--- config.mk ---
export PLATFORM = sky130hd
export DESIGN_NAME = pong_ball_engine
export DESIGN_NICKNAME = d
export VERILOG_FILES = /design/src/rtl/pong_ball_engine.sv
export SDC_FILE = /design/constraint.sdc
export NUM_CORES = 1
export LEC_CHECK = 0
export CAP_MARGIN = 10
export CORE_MARGIN = 10
export CORE_UTILIZATION = 41
export DETAILED_ROUTE_END_ITERATION = 12
export SLEW_MARGIN = 20
export SYNTH_ARGS = -nofsm -noshare
export SYNTH_HDL_FRONTEND = slang
export SYNTH_SLANG_ARGS = --single-unit
--- constraint.sdc ---
create_clock -name clk -period 2.3 [get_ports clk]
set_clock_uncertainty 0.05 [all_clocks]
set_input_delay 0.23 -clock clk [delete_from_list [all_inputs] [get_ports clk]]
set_output_delay 0.23 -clock clk [all_outputs]
set_load 0.05 [all_outputs]
--- src/rtl/pong_ball_engine.sv ---
// Ball-position engine for the one-dimensional ping-pong game: moves the ball between
// two edges on step ticks, resolves edge hits/misses, keeps score and declares game over.
//
// state  | meaning
// IDLE   | ball waits at the serving edge for serve
// MOVE_R | ball travelling toward RIGHT_EDGE
// MOVE_L | ball travelling toward LEFT_EDGE
// OVER   | game ended; everything frozen until serve
module pong_ball_engine #(
    parameter logic [7:0] LEFT_EDGE  = 8'd0,
    parameter logic [7:0] RIGHT_EDGE = 8'd15,
    parameter logic [3:0] WIN_SCORE  = 4'd9
) (
    input  logic       clk,
    input  logic       rst_n,
    input  logic       serve,
    input  logic       step,
    input  logic       hit_l,
    input  logic       hit_r,
    output logic [7:0] ball_x,
    output logic       dir,
    output logic       in_play,
    output logic       point_l,
    output logic       point_r,
    output logic [3:0] score_l,
    output logic [3:0] score_r,
    output logic       game_over
);

    typedef enum logic [1:0] {
        IDLE   = 2'd0,
        MOVE_R = 2'd1,
        MOVE_L = 2'd2,
        OVER   = 2'd3
    } state_t;

    state_t     state;
    logic       server;     // 0 = left player serves, 1 = right player serves
    logic [3:0] score_l_inc;
    logic [3:0] score_r_inc;
    logic       win_l;
    logic       win_r;

    assign score_l_inc = score_l + 4'd1;
    assign score_r_inc = score_r + 4'd1;
    assign win_l       = (score_l_inc == WIN_SCORE);
    assign win_r       = (score_r_inc == WIN_SCORE);

    always_ff @(posedge clk or negedge rst_n) begin
        if (!rst_n) begin
            state     <= IDLE;
            server    <= 1'b0;
            ball_x    <= LEFT_EDGE;
            dir       <= 1'b0;
            in_play   <= 1'b0;
            point_l   <= 1'b0;
            point_r   <= 1'b0;
            score_l   <= 4'd0;
            score_r   <= 4'd0;
            game_over <= 1'b0;
        end else begin
            point_l <= 1'b0;
            point_r <= 1'b0;
            case (state)
                IDLE: begin
                    // step is deliberately ignored here, even on the serve cycle
                    if (serve) begin
                        state   <= server ? MOVE_L : MOVE_R;
                        in_play <= 1'b1;
                    end
                end
                MOVE_R: begin
                    if (step) begin
                        if (ball_x < RIGHT_EDGE) begin
                            ball_x <= ball_x + 8'd1;
                        end else if (hit_r) begin
                            state  <= MOVE_L;
                            dir    <= 1'b1;
                            ball_x <= ball_x - 8'd1;
                        end else begin
                            point_l   <= 1'b1;
                            score_l   <= score_l_inc;
                            server    <= 1'b1;
                            ball_x    <= RIGHT_EDGE;
                            dir       <= 1'b1;
                            in_play   <= 1'b0;
                            game_over <= win_l;
                            state     <= win_l ? OVER : IDLE;
                        end
                    end
                end
                MOVE_L: begin
                    if (step) begin
                        if (ball_x > LEFT_EDGE) begin
                            ball_x <= ball_x - 8'd1;
                        end else if (hit_l) begin
                            state  <= MOVE_R;
                            dir    <= 1'b0;
                            ball_x <= ball_x + 8'd1;
                        end else begin
                            point_r   <= 1'b1;
                            score_r   <= score_r_inc;
                            server    <= 1'b0;
                            ball_x    <= LEFT_EDGE;
                            dir       <= 1'b0;
                            in_play   <= 1'b0;
                            game_over <= win_r;
                            state     <= win_r ? OVER : IDLE;
                        end
                    end
                end
                OVER: begin
                    // restart keeps server and ball position from the final point
                    if (serve) begin
                        score_l   <= 4'd0;
                        score_r   <= 4'd0;
                        game_over <= 1'b0;
                        state     <= IDLE;
                    end
                end
                default: state <= IDLE;
            endcase
        end
    end

endmodule

==> results.toml <==
[outcome]
status = "complete, no violations"

[global_routing]
grt_pass1_wl_um = 7670
grt_use_total_pct = 12.3
grt_pass1_vias = 1575
antenna_found_initial = 0
grt.overflow.total = 0
grt_max_degree = 25

[timing]
slew_headroom_pct = 65.0
finalHoldViolCount = 0
worst_pin_slew_ns = 0.524
worst_hold_slack_ns = 0.261
setup_violations = 0
finalMaxSlewViolations = 0
rsz0062_at_grt = "no"
period_share_pct = 92.9
max_freq_ghz = 0.468
fin_tns_setup_ns = 0
timing.final.ws_setup_ns = 0.163
period_minus_slack_ns = 2.14

[cells_and_area]
syn2layout_area_growth_pct = 25.6
num_antenna_cells = 0
fin_cells = 303
design_area_mm2 = 0.00222
nFillCells = 389
drive_gt1_share_pct = 11.1
mostFrequentLayoutCell = "clkdlybuf4s50_1"
regArea_um2 = 604
multi_input_area_mm2 = 0.00106
fin_util_pct = 54.4
nets = 273
mostFrequentLayoutCells = "clkdlybuf4s50_1, dfrtp_1, nand2_1, inv_1, a21oi_1"

[floorplan]
die_area_mm2 = 0.00735
die-height_um = 85.7
num_rows = 23
initial_core_util_pct = 43.4
io_pins = 27
fp.coreArea_mm2 = 0.00409
die_w_um = 85.7

[setup_path]
r2r_end = "server"
cp.depth = 5
critPathCaptureType = "register"
max_stage_delay_ns = 0.57
reg2reg_depth = 5
arrival_ns = 2.25
cp_top_family = "simple AND/OR/NAND/NOR gates"
timing.rr.start = "ball_x[5]"
setup.worst_path.class = "reg2reg"
crit_required_ns = 2.41
critPathLaunch = "ball_x[5]"
slowest_stage = "or4_1"
critPathBufInv = 0
crit_chain = "or4_1, a2111oi_2, a31o_1, nand3_1, mux2_4"
cp-start-kind = "register"
reg2reg_slack_ns = 0.16
crit_end = "server"
cp_max_fo = 7

[clock_network]
clockBufferDepth = 2
cts_tree = "yes"
cts_resized = 0
root_buffer = "clkbuf_8"
clkTransAtPathRegs_ns = 0.09
hold_buffers = 0
htree_levels = 1
cts.sinks = 24
postCtsSetupRepairBufs = 0
clkLatencyLatePin_ns = 0.27
cts-buffers-inserted = 3

[yosys]
ys.warnings.count = 0
syn_nets = 235
synth_edf_count = 0
async_reset_ff_share_pct = 100
postSynthCellCount = 216
synth_cell_types = 52
synth_ff_type = "dfrtp_1"
synth_area_mm2 = 0.00177
syn_avg_cell_area_um2 = 8.20
synth-seq-area-share_pct = 33.9
synth-seq-cells = 24

[placed_design]
place_congestion = 0.848
dp_hpwl_um = 3400
place_inst = 299
io_buffers = 26
dp_slack_ns = 0.192
placed_area_mm2 = 0.00218

[worst_hold_path]
worstHoldPathType = "in2async"

[route]
drcViolationCount = 0
drtIter0Drc = 137
drt-total-wl_um = 4410
vias = 1679
firstDrtPassIters = 4
wl_per_cell_um = 14.6
ant_nets = 0
via_per_inst = 5.54

[power]
ir_worst_vdd_mv = 0.647
p_per_area_mw_per_mm2 = 1470
p_leak_nw = 0.957
finalPower_mw = 3.26

[job]
drv_cap = 0
==> metal layers <==
layer	global-route usage, %	up-vias	routed length (µm)
met1	15.5	787	2130
met4	2.25	0	22
met3	4.07	2	236
met2	19.9	34	2020
li1	-	856	-
met5	0	-	0
==> where the power goes <==
part / leakage, nW / internal (mW) / switching (mW)
Combinational: 0.641 / 0.851 / 1.39
Clock: 0.0228 / 0.124 / 0.133
Sequential: 0.293 / 0.594 / 0.173
Total: 0.957 / 1.57 / 1.69
==> state kept, by name, indices dropped and copies added (netlist names) <==
name	flops
ball_x	8
point_r	1
score_l	4
in_play	1
point_l	1
server	1
dir	1
score_r	4
state	2
game_over	1
==> worst min-delay path by stage <==
stage	slack (ns)	to
global placement	0.44	dir
detailed placement	0.43	dir
floorplan	-0.12	ball_x[0]
finish	0.26	ball_x[6]
global route	0.28	ball_x[6]
CTS	0.28	ball_x[6]
==> synth_stat cells, types with 2 or more instances <==
| master | count | area share, % |
|---|---|---|
| o211ai_1 | 3 | 1.3 |
| ha_1 | 13 | 9.2 |
| o21bai_1 | 3 | 1.3 |
| nand3_1 | 12 | 3.4 |
| nor3_1 | 6 | 1.7 |
| and3_1 | 2 | 0.71 |
| o21ai_1 | 12 | 3.4 |
| inv_1 | 18 | 3.8 |
| xor2_1 | 2 | 0.99 |
| a31oi_1 | 6 | 2.1 |
| o21ai_0 | 4 | 1.1 |
| nor4_1 | 2 | 0.71 |
| o31ai_1 | 3 | 1.3 |
| xnor2_1 | 2 | 0.99 |
| a21oi_1 | 18 | 5.1 |
| a22o_1 | 2 | 0.99 |
| dfrtp_1 | 24 | 34 |
| nand2_1 | 19 | 4.0 |
| a21o_1 | 4 | 1.7 |
| nor2b_1 | 3 | 1.1 |
| or2_1 | 2 | 0.71 |
| mux2i_1 | 2 | 1.1 |
| nand4_1 | 4 | 1.4 |
| nor2_1 | 16 | 3.4 |
| clkbuf_1 | 7 | 1.5 |
==> area by class of cell <==
class / count / share of cell area, %
repair buffers: 41 / 16.8
flip-flops and latches: 24 / 27.2
clock buffers: 4 / 2.02
well taps: 50 / 2.81
inverters: 20 / 3.37
multi-input cells: 164 / 47.9
==> cells by family (layout without fill, tap and decap cells) <==
logic type | count (synthesis) | after routing | share of synthesized area (%)
AO/OA/AOI/OAI | 68 | 68 | 24.9
XOR/XNOR | 4 | 4 | 1.98
adder cells (fa/ha/maj) | 13 | 13 | 9.18
buffers and inverters | 28 | 65 | 6.00
flip-flops | 24 | 24 | 33.9
multiplexers | 5 | 5 | 3.25
AND/OR/NAND/NOR | 74 | 74 | 20.8
==> worst register-to-register path, cell delays in order (launching register included) <==
cell and delay, ns:
dfrtp_2 0.46, or4_1 0.58, a2111oi_2 0.36, a31o_1 0.17, nand3_1 0.10, mux2_4 0.31
Note: power is estimated with default switching activity, not from simulation.
